File: src/rtl/ps2_ascii_decoder.sv
// PS/2 set-2 scan code to ASCII decoder with Shift/Caps tracking and a FWFT output FIFO.
// Optional TYPEMATIC_FILTER_EN suppresses auto-repeated make codes.
module ps2_ascii_decoder #(
    parameter int FIFO_DEPTH = 4,
    parameter int PTR_W      = 2
) (
    input  logic       clock,
    input  logic       reset,
    input  logic [7:0] scan_code,
    input  logic       scan_valid,
    output logic [7:0] ascii_out,
    output logic       ascii_valid,
    input  logic       ascii_ready,
    output logic       shift_active,
    output logic       caps_lock,
    output logic       overflow
);

    typedef enum logic [1:0] {IDLE, BRK, EXT, EXT_BRK} state_t;

    localparam logic [7:0]     CODE_BRK   = 8'hF0;
    localparam logic [7:0]     CODE_EXT   = 8'hE0;
    localparam logic [7:0]     CODE_LSHFT = 8'h12;
    localparam logic [7:0]     CODE_RSHFT = 8'h59;
    localparam logic [7:0]     CODE_CAPS  = 8'h58;
    localparam logic [PTR_W:0] FULL_COUNT = (PTR_W+1)'(FIFO_DEPTH);

    // Returns {mapped, is_letter, lower-case character}.
    function automatic logic [9:0] lookup(input logic [7:0] code);
        case (code)
            8'h1C: lookup = {2'b11, 8'h61}; 8'h32: lookup = {2'b11, 8'h62};
            8'h21: lookup = {2'b11, 8'h63}; 8'h23: lookup = {2'b11, 8'h64};
            8'h24: lookup = {2'b11, 8'h65}; 8'h2B: lookup = {2'b11, 8'h66};
            8'h34: lookup = {2'b11, 8'h67}; 8'h33: lookup = {2'b11, 8'h68};
            8'h43: lookup = {2'b11, 8'h69}; 8'h3B: lookup = {2'b11, 8'h6A};
            8'h42: lookup = {2'b11, 8'h6B}; 8'h4B: lookup = {2'b11, 8'h6C};
            8'h3A: lookup = {2'b11, 8'h6D}; 8'h31: lookup = {2'b11, 8'h6E};
            8'h44: lookup = {2'b11, 8'h6F}; 8'h4D: lookup = {2'b11, 8'h70};
            8'h15: lookup = {2'b11, 8'h71}; 8'h2D: lookup = {2'b11, 8'h72};
            8'h1B: lookup = {2'b11, 8'h73}; 8'h2C: lookup = {2'b11, 8'h74};
            8'h3C: lookup = {2'b11, 8'h75}; 8'h2A: lookup = {2'b11, 8'h76};
            8'h1D: lookup = {2'b11, 8'h77}; 8'h22: lookup = {2'b11, 8'h78};
            8'h35: lookup = {2'b11, 8'h79}; 8'h1A: lookup = {2'b11, 8'h7A};
            8'h45: lookup = {2'b10, 8'h30}; 8'h16: lookup = {2'b10, 8'h31};
            8'h1E: lookup = {2'b10, 8'h32}; 8'h26: lookup = {2'b10, 8'h33};
            8'h25: lookup = {2'b10, 8'h34}; 8'h2E: lookup = {2'b10, 8'h35};
            8'h36: lookup = {2'b10, 8'h36}; 8'h3D: lookup = {2'b10, 8'h37};
            8'h3E: lookup = {2'b10, 8'h38}; 8'h46: lookup = {2'b10, 8'h39};
            8'h29: lookup = {2'b10, 8'h20}; 8'h5A: lookup = {2'b10, 8'h0D};
            8'h66: lookup = {2'b10, 8'h08};
            default: lookup = 10'h000;
        endcase
    endfunction

    state_t           state;
    logic             shift_l, shift_r, caps_held;
    logic [7:0]       mem [FIFO_DEPTH];
    logic [PTR_W-1:0] wr_ptr, rd_ptr;
    logic [PTR_W:0]   count;
    logic [9:0]       map;
    logic [7:0]       char_in;
    logic             repeat_hit, push_req, push, pop, full;
`ifdef TYPEMATIC_FILTER_EN
    logic [7:0]       last_make;
`endif

    assign shift_active = shift_l | shift_r;
    assign ascii_valid  = (count != '0);
    assign ascii_out    = ascii_valid ? mem[rd_ptr] : 8'h00;

    // NOTE: every always_comb output gets a default first so no path can infer a latch.
    always_comb begin
        map        = lookup(scan_code);
        char_in    = (map[8] && (shift_active ^ caps_lock)) ? map[7:0] - 8'h20 : map[7:0];
`ifdef TYPEMATIC_FILTER_EN
        repeat_hit = (scan_code == last_make);
`else
        repeat_hit = 1'b0;
`endif
        push_req   = scan_valid && (state == IDLE) && map[9] && !repeat_hit;
        pop        = ascii_ready && ascii_valid;
        full       = (count == FULL_COUNT);
        push       = push_req && (!full || pop);
    end

    // NOTE: sequential state uses non-blocking assignments so all registers update together.
    always_ff @(posedge clock or posedge reset) begin
        if (reset) begin
            state     <= IDLE;
            shift_l   <= 1'b0;
            shift_r   <= 1'b0;
            caps_lock <= 1'b0;
            caps_held <= 1'b0;
`ifdef TYPEMATIC_FILTER_EN
            last_make <= 8'h00;
`endif
        end else if (scan_valid) begin
            case (state)
                IDLE: begin
                    if (scan_code == CODE_BRK)      state <= BRK;
                    else if (scan_code == CODE_EXT) state <= EXT;
                    else begin
`ifdef TYPEMATIC_FILTER_EN
                        last_make <= scan_code;
`endif
                        if (scan_code == CODE_LSHFT) shift_l <= 1'b1;
                        if (scan_code == CODE_RSHFT) shift_r <= 1'b1;
                        if (scan_code == CODE_CAPS) begin
                            caps_held <= 1'b1;
                            if (!caps_held) caps_lock <= !caps_lock;
                        end
                    end
                end
                BRK: begin
                    if (scan_code == CODE_LSHFT) shift_l   <= 1'b0;
                    if (scan_code == CODE_RSHFT) shift_r   <= 1'b0;
                    if (scan_code == CODE_CAPS)  caps_held <= 1'b0;
`ifdef TYPEMATIC_FILTER_EN
                    if (scan_code == last_make)  last_make <= 8'h00;
`endif
                    state <= IDLE;
                end
                EXT:     state <= (scan_code == CODE_BRK) ? EXT_BRK : IDLE;
                default: state <= IDLE;
            endcase
        end
    end

    always_ff @(posedge clock or posedge reset) begin
        if (reset) begin
            wr_ptr   <= '0;
            rd_ptr   <= '0;
            count    <= '0;
            overflow <= 1'b0;
        end else begin
            if (push) wr_ptr <= wr_ptr + (PTR_W)'(1);
            if (pop)  rd_ptr <= rd_ptr + (PTR_W)'(1);
            if (push && !pop)      count <= count + (PTR_W+1)'(1);
            else if (pop && !push) count <= count - (PTR_W+1)'(1);
            if (push_req && full && !pop) overflow <= 1'b1;
        end
    end

    // NOTE: storage is not reset; the count gates ascii_out, so stale contents are never visible.
    always_ff @(posedge clock) begin
        if (push) mem[wr_ptr] <= char_in;
    end

endmodule

File: config.mk
export PLATFORM = sky130hd
export DESIGN_NAME = ps2_ascii_decoder
export DESIGN_NICKNAME = d
export VERILOG_FILES = /design/src/rtl/ps2_ascii_decoder.sv
export SDC_FILE = /design/constraint.sdc
export NUM_CORES = 1
export LEC_CHECK = 0
export ABC_AREA = 1
export BUFFER_PORTS_ARGS = -buffer_cell sky130_fd_sc_hd__buf_2
export CAP_MARGIN = 20
export CORE_MARGIN = 1.5
export CORE_UTILIZATION = 57
export DETAILED_ROUTE_END_ITERATION = 7
export HOLD_SLACK_MARGIN = 0.03
export PLACE_DENSITY_LB_ADDON = 0.25
export SLEW_MARGIN = 20
export SYNTH_ARGS = -nofsm -noshare
export SYNTH_HDL_FRONTEND = slang
export SYNTH_SLANG_ARGS = --single-unit
File: constraint.sdc
create_clock -name clock -period 3.7 [get_ports clock]
set_input_delay 0.185 -clock clock [delete_from_list [all_inputs] [get_ports clock]]
set_output_delay 0.185 -clock clock [all_outputs]
set_load 0.03 [all_outputs]
==> Implementation_results.wiki <==
{| class="wikitable"
! Metric !! Value
|-
| Run status || completed
|-
| HPWL reported at the end of detailed placement || 4597 um
|-
| First-pass GRT wire length || slightly below 10,000 um
|-
| Post_cts resized || 0
|-
| Commonest register cell after synthesis || sky130_fd_sc_hd__edfxtp_1
|-
| Starting density of the core || 58.54%
|-
| Gate power share || 42.8%
|-
| Maximum number of pins on one net before global-route repair || 20
|-
| Final clock skew || 3.371 ps
|-
| Relative slew slack || about 47%
|-
| Static leakage power || around 1.5 nW
|-
| Worst IR drop on VDD || 298.1 uV
|-
| Hold Crit Endpoint || rd_ptr[0]
|-
| Portion of total power attributed to sequential cells || between 40 and 50%
|-
| Number of enable-type register cells in the synthesized netlist || 32
|-
| Number of global-route vias before repair || 2,117
|-
| Worst-case hold slack || between 200 and 300 ps
|-
| Count of vias placed by the detailed router || 2,440
|-
| Critical path required time || ~4000 ps
|-
| Total internal power || around 0.0010 W
|-
| Worst hold path cell count || 4
|-
| Iteration count of the initial detailed-routing pass || 4
|-
| Overall global routing resource usage || 23.50%
|-
| Final worst-path cycle share || a little over three fifths
|-
| R2R depth || 9
|-
| Cell at the root of the clock tree || sky130_fd_sc_hd__clkbuf_8
|-
| Reg-to-Reg End || count[1]
|-
| Setup slack at placement || 1083 ps
|-
| Clock slew at reported path FFs || ~80 ps
|-
| Switching share of total power || 43.47%
|-
| Max Freq || between 400 and 500 MHz
|-
| Post-route cell area || roughly 0.0032 mm2
|-
| Floorplan Core Area || between 0.005 and 0.006 mm2
|-
| Initial antenna violation count || 0
|-
| FF+latch count, synth || 46
|-
| I/O pin total || 24
|-
| Number of buffers on the longest clock path || 2
|-
| Standard-cell row count || 26
|-
| Detailed Route Iter0 Violations || roughly 120
|-
| Clock buffers created by TritonCTS || 5
|-
| Placed Instance Area || between 0.003 and 0.004 mm2
|-
| CTS tree || yes
|-
| CP Launch Type || input port
|-
| Die Span Y || 74.96 um
|-
| Number of diodes || 0
|-
| GRT overflow || 0
|-
| Asr flop ratio synth || between 30% and 40%
|-
| Data arrival, critical path || 2550 ps
|-
| Unrepaired setup endpoints after global routing || no
|-
| Overall routed net length || 6218 um
|-
| Shortest clock period the worst path allows after layout || 2328 ps
|-
| Port bufs || 23
|-
| Wirelength per Cell || between 10 and 15 um
|-
| Total clock sinks || 46
|-
| Syn_nets || 380
|-
| Total negative setup slack || 0 ps
|-
| Power share of the clock group || about 17%
|-
| Measured slew at the worst slew-check pin || 788.1 ps
|-
| Worst Path Max Fanout || 7
|-
| Worst r2r src || count[0]
|-
| Final number of setup-violating endpoints || 0
|-
| Net switching power || 0.0007668 W
|-
| Final count of pins violating max slew || 0
|-
| Area growth, synth to finish || 7.418%
|-
| Routability Congestion || between 1 and 1.5
|-
| Power Density || about 560 mW/mm2
|-
| Layout cell share with drive strength beyond 1 || 14.36%
|-
| Register area share after synthesis || between 40% and 50%
|-
| Hold Path Class || input port to register
|-
| Clock latency reported for the late side of the worst-skew pair || roughly 300 ps
|-
| Via density || approximately 5.5
|-
| Drt drc || 0
|-
| Worst min-delay path startpoint || ascii_ready
|-
| Final WS setup || 1372 ps
|-
| Mean post-synth cell area || 8.338 um2
|-
| CTS H-Tree Depth || 2
|-
| Fin nets || roughly 400
|-
| Count of yosys warnings during synthesis || 0
|-
| Final Hold Viols || 0
|-
| Crit path capture type || register
|-
| Number of distinct library cell variants in the gate-level netlist after synthesis || 45
|-
| Count of antenna-violating nets left after detailed routing || 0
|-
| Cell count after synthesis || approximately 350
|-
| Setup Crit Path Kind || input port to register
|-
| Die footprint || approximately 0.0056 mm2
|-
| Reg-to-reg slack, setup || 1430 ps
|-
| Die boundary width || about 75 um
|-
| Syn Std Cell Area || a little under 0.003 mm2
|-
| Max-capacitance violation count || 0
|}
-- routing by layer --
metal	up-vias	global-route usage, %	share of wire (%)
li1	1209	-	-
met2	87	40.02	48
met1	1128	29.34	44
met4	0	10.71	2.8
met3	16	3.882	5.1
met5	-	0	0
-- placed cells by master, fill, tap and decap left out, drive strengths merged --
master / n
nor4: 1
mux2: 1
nor2: 54
o211ai: 3
mux2i: 3
o21bai: 1
o31ai: 3
and2: 1
a21oi: 23
a31oi: 1
clkinv: 4
dfrtp: 14
xor2: 5
ha: 13
clkbuf: 6
xnor2: 1
a21o: 1
edfxtp: 32
dlygate4sd3: 1
nand2: 72
nand4: 7
inv: 48
fa: 1
o2bb2ai: 1
nor3: 6
buf: 23
nand3: 20
o21ai: 29
o21a: 1
-- synth_stat cells (all sizes together) (5+ instances only) --
cell type  count  area (um2)
buf            9       72.56
nor3           6       30.03
inv           48       192.7
nand3         20       105.1
dfrtp         14       350.3
ha            13       162.7
nor2          54       222.7
nand2         72       285.3
a21oi         23       126.4
xor2           5       43.79
nand4          7       65.06
edfxtp        32       960.9
o21ai         29       152.7
-- metrics by stage --
| stage | utilization [%] | power (W) | instances |
|---|---|---|---|
| final | 62.88 | 0.001764 | 446 |
| after global routing | 62.88 | 0.001902 | 446 |
| after CTS | 62.88 | 0.001770 | 446 |
| after detailed placement | 61.04 | 0.001484 | 437 |
| after global placement | 61.04 | 0.001462 | 437 |
| after floorplan | - | 0.001297 | 354 |
-- sequential cells by signal, indices dropped and copies added, names as in the netlist --
| register | flops |
|---|---|
| state | 2 |
| caps_held | 1 |
| shift_r | 1 |
| caps_lock | 1 |
| count | 3 |
| mem | 32 |
| overflow | 1 |
| wr_ptr | 2 |
| rd_ptr | 2 |
| shift_l | 1 |
-- power groups by stage --
stage / registers [W] / clock network (W) / logic [W]
after CTS: 0.000717 / 0.000293 / 0.000760
after detailed placement: 0.000728 / 0 / 0.000756
final: 0.000719 / 0.000290 / 0.000754
after floorplan: 0.000684 / 0 / 0.000614
after global placement: 0.000725 / 0 / 0.000737
after global routing: 0.000730 / 0.000316 / 0.000856
-- what timing repair did --
action / 4_1_cts / 5_1_grt
hold buffers: 1 / 0
hold endpoints to repair: 14 / 0
buffers inserted: 0 / 0
-- cells by family after synthesis --
family | count (synthesis) | synth area share, %
AND/OR/NAND/NOR | 161 | 24.42
flip-flops | 46 | 44.43
multiplexers | 4 | 1.399
buffers and inverters | 60 | 9.368
AO/OA/AOI/OAI | 63 | 12.42
adder cells (fa/ha/maj) | 14 | 6.189
XOR/XNOR | 6 | 1.780
-- worst max-delay path, stage by stage --
cell and delay, ps:
sky130_fd_sc_hd__buf_2 150, sky130_fd_sc_hd__inv_1 120, sky130_fd_sc_hd__ha_1 330, sky130_fd_sc_hd__nand2_2 80
sky130_fd_sc_hd__a21oi_2 160, sky130_fd_sc_hd__nand2_1 70, sky130_fd_sc_hd__nand2_1 60, sky130_fd_sc_hd__nand3_1 90
sky130_fd_sc_hd__nand2_2 140, sky130_fd_sc_hd__nand4_4 130, sky130_fd_sc_hd__inv_1 90, sky130_fd_sc_hd__ha_1 140
sky130_fd_sc_hd__inv_1 70, sky130_fd_sc_hd__fa_1 380, sky130_fd_sc_hd__nor2_1 110, sky130_fd_sc_hd__nor2_1 50
sky130_fd_sc_hd__nand2_1 70, sky130_fd_sc_hd__xor2_1 140
-- layout make-up --
cell class / count / area [um2]
Clock inverter: 2 / 10.01
Clock buffer: 6 / 72.57
Sequential cell: 46 / 1311
Timing Repair Buffer: 24 / 125.1
Multi-Input combinational cell: 248 / 1364
Fill cell: 445 / 1872
Inverter: 50 / 200.2
Tap cell: 70 / 87.58
-- how the worst max path moves through the flow --
stage | slack, ps | to | cells past startpoint | start
finish | 1370 | count[2] | 18 | scan_code[1]
floorplan | 1460 | count[1] | 14 | scan_code[1]
CTS | 1380 | count[2] | 18 | scan_code[1]
global placement | 1160 | count[2] | 18 | scan_code[1]
detailed placement | 1080 | count[2] | 18 | scan_code[1]
global route | 1030 | count[2] | 18 | scan_code[1]
No activity file was read; power rests on OpenSTA's default activity.
